## src/rtl/regfile_pkg.sv

```systemverilog
// Shared constants, link-stack operation encoding and reset-pattern helper
// for the regfile_lrstack register file.
package regfile_pkg;

    // Default geometry of the register file and link stack.
    localparam int unsigned DEF_WIDTH    = 8;
    localparam int unsigned DEF_NREGS    = 4;
    localparam int unsigned DEF_LR_DEPTH = 4;

    // Decoded link-stack operation for one clock edge, already resolved by
    // priority and by the current full/empty state.
    typedef enum logic [2:0] {
        LR_OP_NONE      = 3'd0,
        LR_OP_REPLACE   = 3'd1,
        LR_OP_PUSH      = 3'd2,
        LR_OP_OVERFLOW  = 3'd3,
        LR_OP_POP       = 3'd4,
        LR_OP_UNDERFLOW = 3'd5
    } lr_op_e;

    // Reset value of register i: its own index truncated to 'width' bits.
    // Callers cast the result to their data width.
    function automatic logic [31:0] reset_val(input int unsigned i,
                                              input int unsigned width);
        logic [31:0] mask_v;
        logic [31:0] idx_v;
        idx_v = i;
        if (width >= 32) begin
            mask_v = 32'hFFFF_FFFF;
        end else begin
            mask_v = (32'd1 << width) - 32'd1;
        end
        return idx_v & mask_v;
    endfunction

endpackage

```

## src/rtl/regfile_lrstack_lr_stack.sv

```systemverilog
// Link-register return stack: LIFO of DEPTH entries with occupancy count,
// full/empty decode and a sticky overflow/underflow error flag.
// One operation per edge; simultaneous push+pop on a non-empty stack
// replaces the top entry, on an empty stack it behaves as a plain push.
module lr_stack
    import regfile_pkg::*;
#(
    parameter int unsigned WIDTH = DEF_WIDTH,
    parameter int unsigned DEPTH = DEF_LR_DEPTH,
    parameter int unsigned CW    = $clog2(DEPTH + 1)
) (
    input  logic             clk,
    input  logic             rst,
    input  logic             push_i,
    input  logic             pop_i,
    input  logic [WIDTH-1:0] din_i,
    output logic [WIDTH-1:0] top_o,
    output logic [CW-1:0]    count_o,
    output logic             full_o,
    output logic             empty_o,
    output logic             err_o
);

    localparam int unsigned   IW      = (DEPTH > 1) ? $clog2(DEPTH) : 1;
    localparam logic [CW-1:0] DEPTH_C = CW'(DEPTH);
    localparam logic [CW-1:0] ONE_C   = CW'(1);

    logic [WIDTH-1:0] entry_q [DEPTH];
    logic [WIDTH-1:0] entry_d [DEPTH];
    logic [CW-1:0]    count_q;
    logic [CW-1:0]    count_d;
    logic             err_q;
    logic             err_d;

    lr_op_e           op_s;
    logic             full_s;
    logic             empty_s;
    logic [IW-1:0]    top_idx_s;
    logic [IW-1:0]    push_idx_s;

    // Occupancy decode and entry indices derived from the count.
    // top_idx_s is only meaningful when non-empty, push_idx_s only when not full.
    assign full_s     = (count_q == DEPTH_C);
    assign empty_s    = (count_q == {CW{1'b0}});
    assign top_idx_s  = IW'(count_q - ONE_C);
    assign push_idx_s = IW'(count_q);

    // Resolve push/pop requests into a single prioritised operation.
    always_comb begin
        op_s = LR_OP_NONE;
        if (push_i && pop_i && !empty_s) begin
            op_s = LR_OP_REPLACE;
        end else if (push_i) begin
            if (full_s) begin
                op_s = LR_OP_OVERFLOW;
            end else begin
                op_s = LR_OP_PUSH;
            end
        end else if (pop_i) begin
            if (empty_s) begin
                op_s = LR_OP_UNDERFLOW;
            end else begin
                op_s = LR_OP_POP;
            end
        end else begin
            op_s = LR_OP_NONE;
        end
    end

    // Next-state computation for entries, count and the sticky error flag.
    always_comb begin
        entry_d = entry_q;
        count_d = count_q;
        err_d   = err_q;
        case (op_s)
            LR_OP_REPLACE: begin
                entry_d[top_idx_s] = din_i;
            end
            LR_OP_PUSH: begin
                entry_d[push_idx_s] = din_i;
                count_d             = count_q + ONE_C;
            end
            LR_OP_OVERFLOW: begin
                err_d = 1'b1;
            end
            LR_OP_POP: begin
                count_d = count_q - ONE_C;
            end
            LR_OP_UNDERFLOW: begin
                err_d = 1'b1;
            end
            default: begin
                count_d = count_q;
            end
        endcase
    end

    // State registers; reset clears count, error and (for determinism) entries.
    always_ff @(posedge clk) begin
        if (rst) begin
            count_q <= {CW{1'b0}};
            err_q   <= 1'b0;
            for (int i = 0; i < int'(DEPTH); i++) begin
                entry_q[i] <= {WIDTH{1'b0}};
            end
        end else begin
            count_q <= count_d;
            err_q   <= err_d;
            entry_q <= entry_d;
        end
    end

    // Top-of-stack read: zero when empty so a stray RETURN sees a clean value.
    always_comb begin
        top_o = {WIDTH{1'b0}};
        if (empty_s) begin
            top_o = {WIDTH{1'b0}};
        end else begin
            top_o = entry_q[top_idx_s];
        end
    end

    assign count_o = count_q;
    assign full_o  = full_s;
    assign empty_o = empty_s;
    assign err_o   = err_q;

endmodule

```

## src/rtl/regfile_lrstack.sv

```systemverilog
// Parametrised register file (two combinational read ports, one synchronous
// write port) with an integrated link-register return stack.
// Optional feature macro: REGFILE_BYPASS_EN -- when defined, a same-cycle
// write to the address being read is forwarded to that read port.
module regfile_lrstack
    import regfile_pkg::*;
#(
    parameter int unsigned  WIDTH    = DEF_WIDTH,
    parameter int unsigned  NREGS    = DEF_NREGS,
    parameter int unsigned  LR_DEPTH = DEF_LR_DEPTH,
    localparam int unsigned AW       = $clog2(NREGS),
    localparam int unsigned CW       = $clog2(LR_DEPTH + 1)
) (
    input  logic             clk,
    input  logic             rst,
    input  logic             we,
    input  logic [AW-1:0]    wd,
    input  logic [WIDTH-1:0] din,
    input  logic [AW-1:0]    rd1,
    input  logic [AW-1:0]    rd2,
    output logic [WIDTH-1:0] dout1,
    output logic [WIDTH-1:0] dout2,
    input  logic             lr_push,
    input  logic             lr_pop,
    input  logic [WIDTH-1:0] lr_din,
    output logic [WIDTH-1:0] lr_top,
    output logic [CW-1:0]    lr_count,
    output logic             lr_full,
    output logic             lr_empty,
    output logic             lr_err
);

    logic [WIDTH-1:0] regs_q [NREGS];
    logic [WIDTH-1:0] regs_d [NREGS];

    // Register write: every address is writable, no hardwired zero.
    always_comb begin
        regs_d = regs_q;
        if (we) begin
            regs_d[wd] = din;
        end else begin
            regs_d = regs_q;
        end
    end

    // Register array; reset loads each register with its own index.
    always_ff @(posedge clk) begin
        if (rst) begin
            for (int i = 0; i < int'(NREGS); i++) begin
                regs_q[i] <= WIDTH'(reset_val(i, WIDTH));
            end
        end else begin
            regs_q <= regs_d;
        end
    end

`ifdef REGFILE_BYPASS_EN
    // Read port 1 with write-data forwarding to hide the WB->ID hazard.
    always_comb begin
        dout1 = regs_q[rd1];
        if (we && (wd == rd1)) begin
            dout1 = din;
        end else begin
            dout1 = regs_q[rd1];
        end
    end

    // Read port 2 with write-data forwarding to hide the WB->ID hazard.
    always_comb begin
        dout2 = regs_q[rd2];
        if (we && (wd == rd2)) begin
            dout2 = din;
        end else begin
            dout2 = regs_q[rd2];
        end
    end
`else
    // Read port 1: stored value only; a same-cycle write shows next cycle.
    always_comb begin
        dout1 = regs_q[rd1];
    end

    // Read port 2: stored value only; a same-cycle write shows next cycle.
    always_comb begin
        dout2 = regs_q[rd2];
    end
`endif

    lr_stack #(
        .WIDTH (WIDTH),
        .DEPTH (LR_DEPTH),
        .CW    (CW)
    ) u_lr_stack (
        .clk     (clk),
        .rst     (rst),
        .push_i  (lr_push),
        .pop_i   (lr_pop),
        .din_i   (lr_din),
        .top_o   (lr_top),
        .count_o (lr_count),
        .full_o  (lr_full),
        .empty_o (lr_empty),
        .err_o   (lr_err)
    );

endmodule

```

## config.mk

```make
export PLATFORM = sky130hd
export DESIGN_NAME = regfile_lrstack
export DESIGN_NICKNAME = d
export VERILOG_FILES = /design/src/rtl/regfile_pkg.sv /design/src/rtl/regfile_lrstack_lr_stack.sv /design/src/rtl/regfile_lrstack.sv
export SDC_FILE = /design/constraint.sdc
export NUM_CORES = 1
export LEC_CHECK = 0
export ABC_AREA = 0
export CAP_MARGIN = 25
export CORE_MARGIN = 2
export CORE_UTILIZATION = 48
export CTS_BUF_LIST = sky130_fd_sc_hd__clkbuf_16
export DETAILED_ROUTE_END_ITERATION = 8
export PLACE_DENSITY_LB_ADDON = 0.2
export SKIP_CTS_REPAIR_TIMING = 1
export SLEW_MARGIN = 20
export SYNTH_ARGS = -nofsm -noshare
export SYNTH_HDL_FRONTEND = slang
export SYNTH_HIERARCHICAL = 1
export SYNTH_SLANG_ARGS = --single-unit
```

## constraint.sdc

```tcl
create_clock -name clk -period 3.2 [get_ports clk]
set_clock_uncertainty 0.15 [all_clocks]
set_input_delay 0.64 -clock clk [delete_from_list [all_inputs] [get_ports clk]]
set_output_delay 0.64 -clock clk [all_outputs]
set_load 0.005 [all_outputs]
```

## Word level (Yosys, flattened, before mapping)

Cells that the tools add are included.

| operators by class | value |
|---|---|
| reductions and logical operators | 10 |
| add/subtract/negate cells | 2 |
| $lt $le $gt $ge | 8 |
| bitwise gates (word level) | 5 |
| muxes and demuxes | 26 |
| eq/ne operators | 6 |

Operator list:

| cell | number |
|---|---|
| $bwmux 32 | 3 |
| $mux 8 | 10 |
| $pmux 32 s2 | 1 |
| $bmux 8 s2 | 3 |
| $demux 8 s2 | 3 |
| $ge 3x3->1 const B | 5 |
| $not 2->3 | 5 |
| $eq 3x3->1 const B | 3 |
| $lt 3x1->1 const B | 3 |
| $mux 3 | 3 |
| $eq 3x2->1 const B | 2 |
| $pmux 3 s2 | 1 |
| $logic_and 1x1->1 | 5 |
| $reduce_bool 2->1 | 2 |
| $add 3x1->3 const B | 1 |
| $eq 3x1->1 const B | 1 |
| $logic_not 3->1 | 1 |
| $sub 3x1->3 const B | 1 |
| $mux 1 | 2 |
| $reduce_or 2->1 | 1 |
| $logic_not 1->1 | 1 |

| word-level totals | value |
|---|---|
| flip-flop bits (word level) | 68 |
| input port bits | 27 |
| output and inout bits | 30 |
| logic and storage cells | 67 |

## Longest topological paths before layout

| logic depth | value |
|---|---|
| depth in word-level cells | 8 |
| gate-level depth with buffers | 10 |
| gate-level depth less buffers | 7 |

## Hierarchy

Netlist, hierarchy kept.

By module, submodules not included:

| module | times used | cells an instance | area each (sq um) | sequential area each (sq um) |
|---|---|---|---|---|
| lr_stack | 1 | 180 | 1,900.6 | 720.7 |
| regfile_lrstack | 1 | 139 | 1,664.1 | 640.6 |

## Worst setup path before layout

OpenSTA, ideal clock, no wires.

| path | value |
|---|---|
| kind | flip-flop to output port |
| start point | register u_lr_stack.count_q[0] (netlist: u_lr_stack/count_o[0]) |
| end point | output port lr_top[0] |
| stages on the path, launching flop included | 7 |
| arrival | 1.918 ns |
| data required time | 2.410 ns |
| buffers on the path | 2 |
| path slack | 0.492 ns |
| cells stage by stage | dfxtp_1 -> buf_2 -> inv_1 -> ha_1 -> clkbuf_1 -> mux4_2 -> and2_1 |

| on the way | value |
|---|---|
| word-level cells in the longest chain between the ends | 6 |
| elaborated cells on any way between the ends | 7 |
| classes of those cells | add/sub: 1; mux: 4; bitwise: 1; reduce/logical: 1 |

Ends and longest elaborated chain:

| element | line | source |
|---|---|---|
| start, declared | regfile_lrstack_lr_stack.sv:30 | `logic [CW-1:0] count_q;` |
| start signal, assigned | regfile_lrstack_lr_stack.sv:101 | `count_q <= {CW{1'b0}};` |
| start signal, assigned | regfile_lrstack_lr_stack.sv:107 | `count_q <= count_d;` |
| $sub 3x1->3 | regfile_lrstack_lr_stack.sv:45 | `assign top_idx_s = IW'(count_q - ONE_C);` |
| $not 2->3 (not written as such) | regfile_lrstack_lr_stack.sv:119 | `top_o = entry_q[top_idx_s];` |
| $bmux 8 s2 | regfile_lrstack_lr_stack.sv:119 |  |
| $mux 8 (not written as such) (2 in a row) | regfile_lrstack_lr_stack.sv:119 |  |
| $mux 8 * | regfile_lrstack_lr_stack.sv:116 | `if (empty_s) begin` |
| end, declared | regfile_lrstack.sv:26 | `output logic [WIDTH-1:0] lr_top,` |

Every way passes the cells marked *; elsewhere a longest branch is shown, timed or not. The select of a mux whose other input is x is not followed.

## Worst setup path in the final report

| path | value |
|---|---|
| start point | input port rd2[1] |
| end point | output port dout2[4] |

| on the way | value |
|---|---|
| word-level cells in the longest chain between the ends | 4 |

Ends and longest elaborated chain:

| element | line | source |
|---|---|---|
| start, declared | regfile_lrstack.sv:20 | `input logic [AW-1:0] rd2,` |
| $not 2->3 (not written as such) | regfile_lrstack.sv:85 | `dout2 = regs_q[rd2];` |
| $bmux 8 s2 | regfile_lrstack.sv:85 |  |
| $mux 8 (not written as such) (2 in a row) | regfile_lrstack.sv:85 |  |
| end, declared | regfile_lrstack.sv:22 | `output logic [WIDTH-1:0] dout2,` |

No other way between the ends. The select of a mux whose other input is x is not followed.

==> results.json <==
{
  "crit_top_cell": "clkdlybuf4s50_1",
  "seq_area_frac_synth": 0.382,
  "dp_hpwl_um": 5350,
  "grt_first_pass_wirelength_um": 13000,
  "drt_iter0_markers": 77,
  "ys.flop_type": "dfxtp_1",
  "crit_type": "in -> out",
  "vias": 2529,
  "syn_area_mm2": 0.00356,
  "clkTransAtPathRegs_ps": 50,
  "peakVddDrop_uv": 333,
  "place.gp.congestion": 0.751,
  "synth_nets": 353,
  "synth_seq_cells": 68,
  "p_total_w": 0.00295,
  "drc": 0,
  "drive_gt1_frac": 0.152,
  "cts_num_sinks": 68,
  "grt_max_degree": 58,
  "synth_top_area_frac": 0.382,
  "cp.required_ps": 2410,
  "crit_slowest_cell": "clkdlybuf4s50_1",
  "rsz0062_at_grt": "false",
  "grt_pass1_vias": 2719,
  "fin_crit_sh": 0.956,
  "area_growth_syn_to_layout_pct": 27.2,
  "async_reset_ff_frac": 0,
  "critPathLaunchType": "input port",
  "synth_cells": 319,
  "synth_area_per_cell_um2": 11.2,
  "grt-ovfl-total": 0,
  "dieArea_mm2": 0.00813,
  "worstMarginPinSlew_ps": 829,
  "wl_per_cell_um": 16.1,
  "cts_tree": "yes",
  "post-route-util": 0.629,
  "status": "finished clean",
  "place_inst": 464,
  "maxSlewHeadroom": 0.447,
  "instances_no_fill": 480,
  "setup_viol": 0,
  "htree_levels": 3,
  "drv_slew": 0,
  "grt_antenna_before_repair": 0,
  "critPathMaxStageDelay_ps": 510,
  "core_mm2": 0.00721,
  "synth_enable_flop_cells": 0,
  "crit_arrival_ps": 2270,
  "placementRows": 31,
  "max_freq_mhz": 327,
  "drt-total-wl_um": 7730,
  "ios": 57,
  "finalNetCount": 410,
  "cp-end-kind": "output pin",
  "initial_utilization": 0.494,
  "die_w_um": 90.2,
  "power_leakage_nw": 1.92,
  "synth_top_area_cell": "dfxtp_1",
  "die_h_um": 90.2,
  "io_buffers": 56,
  "clkLatencyLatePin_ps": 310,
  "path_cells": "clkdlybuf4s50_1 -> buf_12 -> mux4_2 -> clkdlybuf4s50_1",
  "yosys.cell_count.top_type": "dfxtp_1",
  "first_pass_iters": 4,
  "diodes": 0,
  "cts_buffers": 9,
  "track_usage": 0.199,
  "final_hold_viol_count": 0,
  "n_fill_cell": 624,
  "cp_max_fo": 8,
  "viasPerCell": 5.27,
  "powerDensity_mw_per_mm2": 649,
  "synth.distinct_cells": 34,
  "cap_violations": 0,
  "hold_class": "reg -> reg",
  "cts_max_path_buffers": 2,
  "ys_top_cells_by_count": "68 x dfxtp_1, 64 x mux2i_1, 42 x nor2_1",
  "tns_ps": 0,
  "synth.top_cells.by_area": "dfxtp_1 38%, mux2i_1 18%, mux4_2 15%",
  "clock-root-buffer": "clkbuf_16",
  "yosysWarningCount": 6,
  "antenna_left": 0,
  "period_needed_ps": 3060
}
-- critical path: cells and delay by family --
family                 cells  cell delay, ps
buffers and inverters      3            1120
muxes                      1             510
-- final timing paths --
kind	depth (start not counted)	startpoint	endpoint	slack, ps
hold / removal	2	regs_q[17]	regs_q[17]	340
setup / recovery	4	rd2[1]	dout2[4]	140
setup reg to reg	7	u_lr_stack/count_o[1]	u_lr_stack/entry_q[11]	960
hold reg to reg	2	regs_q[17]	regs_q[17]	340
-- flip-flops by register name (all words and copies together) (netlist names) --
signal              flops
u_lr_stack/count_o      3
regs_q                 32
u_lr_stack/entry_q     32
u_lr_stack/err_o        1
-- cells in the final DEF (no fill, tap or decap), types with 4 or more instances in the layout --
master           Yosys  final
clkbuf_16            0      9
and2_1              14     14
mux4_2              24     24
inv_1                3      5
nor2_1              42     42
nand2b_1            37     37
clkdlybuf4s50_1      0     55
buf_4                2     12
and3b_1              5      5
dfxtp_1             68     68
o21ai_0              4      4
mux2i_1             64     64
ha_1                 7      7
-- area by class of cell --
class	instances	area, um2	share of cell area
timing repair buffer	70	686	0.151
tap	99	124	0.0273
multi-input combinational	223	2060	0.455
inverter	4	15.0	0.00331
clock inverter	7	60.1	0.0132
sequential	68	1360	0.300
clock buffer	9	225	0.0497
-- where the power goes --
part / switching, W / internal [W] / leakage (nW)
combinational: 0.000513 / 0.000519 / 1.22
clock: 0.000337 / 0.000592 / 0.149
sequential: 0.0000504 / 0.000933 / 0.553
total: 0.000901 / 0.00204 / 1.92
-- logic make-up after synthesis --
group | after synthesis | synth area share
simple gates | 109 | 0.167
mux | 89 | 0.338
fa+ha+maj | 8 | 0.0274
compound gates | 15 | 0.0418
flops | 68 | 0.382
buf+inv | 28 | 0.0390
xor+xnor | 2 | 0.00491
-- stage by stage --
stage / setup WS, ps / hold slack (ps) / cell area (um2)
4_1_cts: 111 / 339 / 4540
3_5_place_dp: 130 / 330 / 4250
2_1_floorplan: 492 / 305 / 3560
6_report: 142 / 336 / 4540
5_1_grt: 96.9 / 367 / 4540
3_3_place_gp: 151 / 300 / 4250
-- routing by layer --
layer | part of all wire | wire length, um | global-route usage | up-vias
li1 | - | - | - | 1242
met1 | 0.46 | 3540 | 0.252 | 1240
met2 | 0.50 | 3840 | 0.340 | 39
met3 | 0.033 | 255 | 0.0327 | 8
met4 | 0.012 | 96 | 0.0795 | 0
met5 | 0 | 0 | 0 | -
Power figures use the tool's default switching activity.
